$ cat src/rtl/fir_pkg.sv
// fir_pkg: shared state encoding, tap/latency defaults and delay-line address helper
package fir_pkg;

   typedef enum logic [2:0] {
      S_INIT  = 3'd0,
      S_IDLE  = 3'd1,
      S_MAC   = 3'd2,
      S_DRAIN = 3'd3,
      S_OUT   = 3'd4
   } state_e;

   localparam int NTAPS_DEF    = 8;
   localparam int PIPE_LAT_DEF = 2;

   // Circular step back by k from base in an n-deep ring; exact for any n, not only powers of two
   function automatic int wrap_sub(input int base, input int k, input int n);
      return (base >= k) ? base - k : base + n - k;
   endfunction

endpackage

$ cat src/rtl/fir_mac_sequencer_if.sv
// fir_mac_sequencer_if: sample/result handshakes plus delay-line, coefficient and accumulator controls
interface fir_mac_sequencer_if #(parameter int AW = 3);

   logic          in_valid;
   logic          in_ready;
   logic          out_valid;
   logic          out_ready;
   logic          dl_we;
   logic          dl_zero;
   logic [AW-1:0] dl_waddr;
   logic          rd_en;
   logic [AW-1:0] dl_raddr;
   logic [AW-1:0] coef_addr;
   logic          acc_load;
   logic          acc_en;
   logic [2:0]    state;

   modport master (
      input  in_valid, out_ready,
      output in_ready, out_valid, dl_we, dl_zero, dl_waddr, rd_en,
             dl_raddr, coef_addr, acc_load, acc_en, state
   );

   modport slave (
      output in_valid, out_ready,
      input  in_ready, out_valid, dl_we, dl_zero, dl_waddr, rd_en,
             dl_raddr, coef_addr, acc_load, acc_en, state
   );

endinterface

$ cat src/rtl/fir_ctrl_delay.sv
// fir_ctrl_delay: DEPTH-stage flag delay matching the multiplier pipe, cleared asynchronously
module fir_ctrl_delay #(
   parameter int DEPTH = 2
) (
   input  logic clk,
   input  logic rst_n,
   input  logic d_i,
   output logic q_o
);

   logic [DEPTH-1:0] sr_q;

   // Shift the flag one stage per cycle; the cast drops the oldest bit
   always_ff @(posedge clk or negedge rst_n) begin
      if (!rst_n) sr_q <= '0;
      else        sr_q <= DEPTH'({sr_q, d_i});
   end

   assign q_o = sr_q[DEPTH-1];

endmodule

$ cat src/rtl/fir_mac_sequencer.sv
// fir_mac_sequencer: zero-fills the delay line, then per sample walks all taps through the MAC pipe
module fir_mac_sequencer
   import fir_pkg::*;
#(
   parameter  int NTAPS    = NTAPS_DEF,
   parameter  int PIPE_LAT = PIPE_LAT_DEF,
   localparam int AW       = $clog2(NTAPS)
) (
   input logic                  clk,
   input logic                  rst_n,
   fir_mac_sequencer_if.master  bus
);

   state_e        state_q;
   logic          armed_q;
   logic [AW-1:0] cnt_q;
   logic [AW-1:0] wptr_q;
   logic [AW-1:0] base_q;
   logic [2:0]    dcnt_q;
   logic          is_init, is_idle, is_mac, is_out;
   logic          first_tap, pipe_v, pipe_first;

   assign is_init = armed_q && state_q == S_INIT;
   assign is_idle = armed_q && state_q == S_IDLE;
   assign is_mac  = armed_q && state_q == S_MAC;
   assign is_out  = armed_q && state_q == S_OUT;

   // Control FSM; nothing advances until armed has set on the first edge after reset release
   always_ff @(posedge clk or negedge rst_n) begin
      if (!rst_n) begin
         state_q <= S_INIT;
         armed_q <= 1'b0;
         cnt_q   <= '0;
         wptr_q  <= '0;
         base_q  <= '0;
         dcnt_q  <= '0;
      end else begin
         armed_q <= 1'b1;
         if (armed_q) begin
            case (state_q)
               S_INIT: begin
                  cnt_q <= (cnt_q == AW'(NTAPS-1)) ? '0 : cnt_q + AW'(1);
                  if (cnt_q == AW'(NTAPS-1)) state_q <= S_IDLE;
               end
               S_IDLE: begin
                  if (bus.in_valid) begin
                     base_q  <= wptr_q;
                     wptr_q  <= (wptr_q == AW'(NTAPS-1)) ? '0 : wptr_q + AW'(1);
                     cnt_q   <= '0;
                     state_q <= S_MAC;
                  end
               end
               S_MAC: begin
                  cnt_q  <= (cnt_q == AW'(NTAPS-1)) ? '0 : cnt_q + AW'(1);
                  dcnt_q <= '0;
                  if (cnt_q == AW'(NTAPS-1)) state_q <= S_DRAIN;
               end
               S_DRAIN: begin
                  dcnt_q <= dcnt_q + 3'd1;
                  if (dcnt_q == 3'(PIPE_LAT-1)) state_q <= S_OUT;
               end
               S_OUT: begin
                  if (bus.out_ready) state_q <= S_IDLE;
               end
               default: state_q <= S_IDLE;
            endcase
         end
      end
   end

   assign first_tap = is_mac && cnt_q == '0;

   fir_ctrl_delay #(.DEPTH(PIPE_LAT)) u_rd_dly (
      .clk   (clk),
      .rst_n (rst_n),
      .d_i   (is_mac),
      .q_o   (pipe_v)
   );

   fir_ctrl_delay #(.DEPTH(PIPE_LAT)) u_first_dly (
      .clk   (clk),
      .rst_n (rst_n),
      .d_i   (first_tap),
      .q_o   (pipe_first)
   );

   assign bus.in_ready  = is_idle;
   assign bus.out_valid = is_out;
   assign bus.dl_we     = is_init || (is_idle && bus.in_valid);
   assign bus.dl_zero   = is_init;
   assign bus.dl_waddr  = is_init ? cnt_q : (is_idle ? wptr_q : '0);
   assign bus.rd_en     = is_mac;
   assign bus.dl_raddr  = is_mac ? AW'(wrap_sub(int'(base_q), int'(cnt_q), NTAPS)) : '0;
   assign bus.coef_addr = is_mac ? cnt_q : '0;
   assign bus.acc_load  = pipe_first;
   assign bus.acc_en    = pipe_v && !pipe_first;
   assign bus.state     = state_q;

endmodule

$ cat src/flat_wrapper.sv
// flat-port wrapper written by rule: the top's interface ports become plain ports
module fir_mac_sequencer_flat import fir_pkg::*;
#(
   parameter  int NTAPS    = NTAPS_DEF,
   parameter  int PIPE_LAT = PIPE_LAT_DEF,
   localparam int AW       = $clog2(NTAPS)
)
  (clk, rst_n, bus_in_valid, bus_out_ready, bus_in_ready, bus_out_valid, bus_dl_we, bus_dl_zero, bus_dl_waddr, bus_rd_en, bus_dl_raddr, bus_coef_addr, bus_acc_load, bus_acc_en, bus_state);
  fir_mac_sequencer_if #(.AW(3)) bus_i ();
  input logic clk;
  input logic rst_n;
  input wire logic [$bits(bus_i.in_valid)-1:0] bus_in_valid;
  input wire logic [$bits(bus_i.out_ready)-1:0] bus_out_ready;
  output wire logic [$bits(bus_i.in_ready)-1:0] bus_in_ready;
  output wire logic [$bits(bus_i.out_valid)-1:0] bus_out_valid;
  output wire logic [$bits(bus_i.dl_we)-1:0] bus_dl_we;
  output wire logic [$bits(bus_i.dl_zero)-1:0] bus_dl_zero;
  output wire logic [$bits(bus_i.dl_waddr)-1:0] bus_dl_waddr;
  output wire logic [$bits(bus_i.rd_en)-1:0] bus_rd_en;
  output wire logic [$bits(bus_i.dl_raddr)-1:0] bus_dl_raddr;
  output wire logic [$bits(bus_i.coef_addr)-1:0] bus_coef_addr;
  output wire logic [$bits(bus_i.acc_load)-1:0] bus_acc_load;
  output wire logic [$bits(bus_i.acc_en)-1:0] bus_acc_en;
  output wire logic [$bits(bus_i.state)-1:0] bus_state;
  assign bus_i.in_valid = bus_in_valid;
  assign bus_i.out_ready = bus_out_ready;
  assign bus_in_ready = bus_i.in_ready;
  assign bus_out_valid = bus_i.out_valid;
  assign bus_dl_we = bus_i.dl_we;
  assign bus_dl_zero = bus_i.dl_zero;
  assign bus_dl_waddr = bus_i.dl_waddr;
  assign bus_rd_en = bus_i.rd_en;
  assign bus_dl_raddr = bus_i.dl_raddr;
  assign bus_coef_addr = bus_i.coef_addr;
  assign bus_acc_load = bus_i.acc_load;
  assign bus_acc_en = bus_i.acc_en;
  assign bus_state = bus_i.state;
  fir_mac_sequencer #(.NTAPS(NTAPS), .PIPE_LAT(PIPE_LAT)) u_core (.clk(clk), .rst_n(rst_n), .bus(bus_i));
endmodule
$ cat config.mk
export PLATFORM = sky130hd
export DESIGN_NAME = fir_mac_sequencer_flat
export DESIGN_NICKNAME = d
export VERILOG_FILES = /design/src/rtl/fir_pkg.sv /design/src/rtl/fir_mac_sequencer_if.sv /design/src/rtl/fir_ctrl_delay.sv /design/src/rtl/fir_mac_sequencer.sv /design/src/flat_wrapper.sv
export SDC_FILE = /design/constraint.sdc
export NUM_CORES = 1
export LEC_CHECK = 0
export BUFFER_PORTS_ARGS = -buffer_cell sky130_fd_sc_hd__clkbuf_2
export CORE_MARGIN = 4
export CORE_UTILIZATION = 57
export CTS_CLUSTER_DIAMETER = 60
export DETAILED_ROUTE_END_ITERATION = 10
export HOLD_SLACK_MARGIN = 0.05
export PLACE_DENSITY_LB_ADDON = 0.3
export SYNTH_ARGS = -nofsm -noshare
export SYNTH_HDL_FRONTEND = slang
export SYNTH_SLANG_ARGS = --single-unit
$ cat constraint.sdc
create_clock -name clk -period 3.8 [get_ports clk]
set_clock_uncertainty 0.05 [all_clocks]
set_input_delay 0.38 -clock clk [delete_from_list [all_inputs] [get_ports clk]]
set_output_delay 0.38 -clock clk [all_outputs]
set_load 0.02 [all_outputs]
* Yosys cells after proc, flatten, opt, wreduce, memory -nomap -nowiden
Cells that the tools add are included.
** Word-level totals
- Flip-flop bits (word level) :: 20
- Output and inout port bits :: 19
- Word-level logic and storage cells :: 61
** Operators by class
- $add $sub $neg :: 6
- $lt $le $gt $ge :: 1
- Equality and inequality tests :: 12
- Muxes and demuxes :: 16
- Reduce and logical (&&, ||, !) cells :: 18
** Operator list (number)
- $mux W3 :: 13
- $pmux W3 S5 :: 1
- $add A3 B1 Y3 const B :: 4
- $pmux W3 S2 :: 2
- $eq A3 B3 Y1 const B :: 3
- $ne A2 B2 Y1 const B :: 4
- $logic_and A1 B1 Y1 :: 7
- $eq A3 B1 Y1 const B :: 2
- $eq A3 B2 Y1 const B :: 2
- $logic_not A3 Y1 :: 2
- $reduce_and A3 Y1 :: 2
- $reduce_and A6 Y1 :: 1
- $sub A3 B3 Y3 :: 2
- $reduce_bool A2 Y1 :: 2
- $ge A3 B3 Y1 :: 1
- $ne A2 B1 Y1 const B :: 1
- $reduce_and A2 Y1 :: 1
- $reduce_or A2 Y1 :: 1
- $logic_not A1 Y1 :: 1
- $logic_or A1 B1 Y1 :: 1

* Logic depth before layout (Yosys ltp)
- Word-level depth :: 4
- Mapped depth :: 7

* Cells and area by module
A second synthesis with hierarchy kept.
** Second synthesis, totals
- Cell total of the unflattened synthesis :: 106
- Area, all modules :: 1132.3 sq um
** By module, submodules not included
- fir_mac_sequencer :: times used 1, cells each 102, area each 1032.2 sq um
- fir_ctrl_delay :: times used 2, cells each 2, area each 50.0 sq um

* Worst setup path after synthesis
OpenSTA, ideal clock, no wires.
- Kind :: register to output
- Start point :: register u_core.cnt_q[0]
- End point :: output bus_dl_raddr[2]
- Data arrival time :: 1.566 ns
- Setup slack :: 1.804 ns
- Cell stages (with the launch flop) :: 7
- Buffers on the path :: 0
- Path through :: dfrtp_1 -> ha_1 -> inv_1 -> fa_1 -> xnor2_1 -> xnor2_1 -> nor2_1
** On the way
- Cells in the longest elaborated chain, start to end :: 3
- Elaborated cells on any way between the ends :: 5
- Classes of those cells :: add/sub: 2; order compare: 1; mux: 2
** Ends and longest elaborated chain
- from (decl) :: RTL line fir_mac_sequencer.sv:16 : logic [AW-1:0] cnt_q;
- from (signal assigned) :: RTL line fir_mac_sequencer.sv:42 : cnt_q <= (cnt_q == AW'(NTAPS-1)) ? '0 : cnt_q + AW'(1);
- from (signal assigned) :: RTL line fir_mac_sequencer.sv:54 : cnt_q <= (cnt_q == AW'(NTAPS-1)) ? '0 : cnt_q + AW'(1);
- $sub A3 B3 Y3 / $ge A3 B3 Y1 (equally long branches) :: RTL line fir_pkg.sv:17 : return (base >= k) ? base - k : base + n - k;
- $mux W3 (*) :: RTL line fir_pkg.sv:17
- $mux W3 (*) :: RTL line fir_mac_sequencer.sv:93 : assign bus.dl_raddr = is_mac ? AW'(wrap_sub(int'(base_q), int'(cnt_q), NTAPS)) : '0;
- to (decl) :: RTL line flat_wrapper.sv:20 : output wire logic [$bits(bus_i.dl_raddr)-1:0] bus_dl_raddr;
Every way passes the cells marked *; elsewhere a longest branch is shown, timed or not.

* Final worst setup path
Same ends and word-level chain as after synthesis.

==> summary by stage <==
Status
The flow ran to the end, and the final reports show no timing, DRC or antenna violations.

Timing
Subtracting the final worst setup slack from the clock period gives 2.37 ns. The number of pins exceeding their max-slew limit in the final report is 0. Derived from the worst setup path, the maximum achievable clock frequency is 422 MHz.

Setup violations remaining at the end of the flow were counted as 0. The post-route worst hold slack is 0.310 ns. Of the available clock period, the critical path in the final layout requires 62.3%.

The number of hold-slack violations in the final timing report was 0. Setup repair after global routing left no endpoint under its margin. The worst-margin pin slew is 0.626 ns.

The setup TNS after final layout is 0 ns. The headroom to the max-slew limit is 58.3%.

Synth
The synthesized design contains 20 register bits. Sequential elements use 44.5% of the synthesized area. In the synthesized netlist the dominant register cell turns out to be dfrtp_1. The count of yosys warnings during synthesis is 0.

In the synthesized netlist, the number of instances is 107. The synthesized design contains 0 enable-type register cells. For this run, asynchronously set or reset flops after synthesis account for 100%. The average cell area after synthesis is 10.5 sq um. The number of distinct standard cells referenced by the synthesized netlist is 34. The combined area of all synthesized cells is 0.00112 sq mm. The number of nets produced by synthesis is 120.

Hold path
In this run the worst hold path is classified as flip-flop to flip-flop.

Finish
The filler cells instantiated in the layout total 154. The repair_antennas step left the layout with diodes totalling 0. The library cell used most frequently in the layout, excluding fill and tap cells, is clkbuf_2. The count of nets after finishing is 145.

The area growth from synthesis to final layout is 13.3%. The post-route standard cell area excluding fillers is 0.00127 sq mm. Cells with a size suffix above 1 make up 26.2% of the layout. Leaving out fill and tap cells, the most frequent cells in the layout are clkbuf_2, dfrtp_1, nor2_1.

Critical path
Data on the critical path is required at its endpoint by 3.37 ns. The worst setup path is launched from a flip-flop. The maximum fanout encountered on the critical timing path is 6. The worst setup path is of the flip-flop to output pin kind. STA classifies the critical path endpoint as an output pin. Data on the critical path arrives at its endpoint at 1.94 ns.

Power
The overall power of the completed layout is 0.950 mW. The worst-case IR drop observed on VDD is 0.000365 V. Dividing total power by cell area gives a power density of 745 mW/mm^2. Summed over all cells, the static leakage comes to 0.657 nW.

Place
Detailed placement ended at an HPWL of 1620 microns. Port buffering added 22 buffers. The total placed instance area is 0.00124 sq mm. The congestion estimate from routability-driven global placement came to 0.755.

Clock tree
The cell chosen for the clock root is clkbuf_4. Counting along the longest clock path gives a buffer depth of 2. The TritonCTS clock tree is built.

Clock-pin slew was measured on the worst setup and hold paths at 0.10 ns. The clock latency of the later-clocked register in the worst-skew pair is 0.28 ns. The number of clock sinks is 20. CTS built an H-tree with a depth of 1. The number of gates given a new drive strength after cts is 0. Buffers inserted during clock tree synthesis total 3.

Die
The starting density of the core is 62.4%. The area of the placeable core is 0.00180 sq mm. The top-level I/O count is 23. After floorplanning, the core was divided into 15 placement rows. The die height is 52.4 microns.

The floorplan die area is 0.00275 sq mm. The die span in x is 52.4 microns.

Global routing
The number of global-route vias before repair is 845. The wire length of the first global-routing pass is 3860 microns. Global routing consumed, over all layers together, 19.3% of the routing resources.

The number of antenna violations at the first check in global routing was 0. Entering global routing, the biggest net connects 21 pins. Global routing finished with a remaining overflow of 0.

Drt
For this block, the routed nets add up to 2100 microns of wire. The first TritonRoute pass finished after 4 iterations. The detail route stage leaves a number of antenna-violating nets equal to 0. Using the TritonRoute via totals, the vias-per-cell ratio works out to 5.35. Dividing the detail-routed wire length by the instance count gives 13.5 microns. After detailed routing, the number of remaining DRC violations is 0. The number of violations reported at the end of detailed-routing iteration 0 is 15. Across all layers, the routed design uses 829 vias.

Flow run
The max-capacitance violation count is 0.
-- repair_timing --
item                       4_1_cts  5_1_grt
setup buffers                    0        0
hold buffers                     1        0
hold endpoints to repair        20        0
setup endpoints to repair        0        0
-- routing by layer --
| metal | global-route usage [%] | routed length, microns | share of wire (%) | vias up |
|---|---|---|---|---|
| met5 | 0 | 0 | 0 | - |
| met4 | 6.38 | 18 | 0.86 | 0 |
| met3 | 3.99 | 115 | 5.5 | 2 |
| met2 | 32.0 | 1050 | 50 | 29 |
| met1 | 24.7 | 914 | 44 | 386 |
| li1 | - | - | - | 412 |
-- through the flow --
stage	cells	setup slack, ns	util [%]
floorplan	107	1.80	-
global placement	151	1.82	69.0
detailed placement	151	1.73	69.0
CTS	155	1.41	70.8
global route	155	1.22	70.8
finish	155	1.43	70.8
-- area by class of cell --
cell class	count	area (sq um)	area share, %
Sequential cell	20	500	39.3
Inverter	8	30.0	2.36
Clock buffer	3	22.5	1.77
Multi-Input combinational cell	76	571	44.7
Timing Repair Buffer	23	120	9.42
Tap cell	25	31.3	2.45
-- path summary, 6_finish.rpt --
check / start / endpoint / slack, ns / cells past startpoint
setup / recovery: u_core.cnt_q[0]$_DFFE_PN0P_ / bus_dl_raddr[2] / 1.43 / 7
hold / removal: u_core.u_rd_dly.sr_q[0]$_DFF_PN0_ / u_core.u_rd_dly.sr_q[1]$_DFF_PN0_ / 0.31 / 0
setup reg to reg: u_core.bus.state[0]$_DFFE_PN0P_ / u_core.u_first_dly.sr_q[0]$_DFF_PN0_ / 2.12 / 3
hold reg to reg: u_core.u_rd_dly.sr_q[0]$_DFF_PN0_ / u_core.u_rd_dly.sr_q[1]$_DFF_PN0_ / 0.31 / 0
max in group asynchronous: rst_n / u_core.bus.state[1]$_DFFE_PN0P_ / 2.84 / 2
min in group asynchronous: rst_n / u_core.base_q[0]$_DFFE_PN0P_ / 0.54 / 2
-- critical path, cell delays in order (launching register included) --
cell      delay, ns
dfrtp_1        0.45
ha_1           0.17
inv_1          0.05
fa_1           0.43
xnor2_1        0.15
xnor2_1        0.13
nor2_1         0.10
clkbuf_2       0.18
-- kinds of logic after synthesis --
kind of cell | Yosys count | synth area share (%)
AO/OA/AOI/OAI | 15 | 8.68
multiplexers | 10 | 9.57
AND/OR/NAND/NOR | 39 | 19.9
other | 1 | 0.333
flip-flops | 20 | 44.5
XOR/XNOR | 2 | 1.56
adder cells (fa/ha/maj) | 9 | 10.7
buffers and inverters | 11 | 4.78
-- flip-flops by register name (all words and copies together) (netlist names) --
signal                   count
u_core.u_rd_dly.sr_q         2
u_core.bus.state             3
u_core.wptr_q                3
u_core.base_q                3
u_core.dcnt_q                3
u_core.armed_q               1
u_core.cnt_q                 3
u_core.u_first_dly.sr_q      2
-- cell usage after synthesis (2+ instances only) --
| cell type | instances | share of area [%] |
|---|---|---|
| o21ai_0 | 6 | 2.7 |
| and3_1 | 2 | 1.1 |
| nor3b_1 | 2 | 1.3 |
| mux2_2 | 6 | 6.0 |
| inv_1 | 8 | 2.7 |
| nor2_1 | 11 | 3.7 |
| nor2b_1 | 4 | 2.2 |
| a21oi_1 | 2 | 0.89 |
| nand2_1 | 10 | 3.3 |
| ha_1 | 8 | 8.9 |
| o31ai_1 | 2 | 1.3 |
| mux2i_1 | 4 | 3.6 |
| dfrtp_1 | 20 | 44 |
| xnor2_1 | 2 | 1.6 |
-- report_power, final --
part           switching, mW  leakage [nW]  internal, mW
Clock                 0.0567        0.0138        0.0368
Combinational          0.245         0.386         0.204
Sequential             0.115         0.257         0.293
Power figures use the tool's default switching activity.
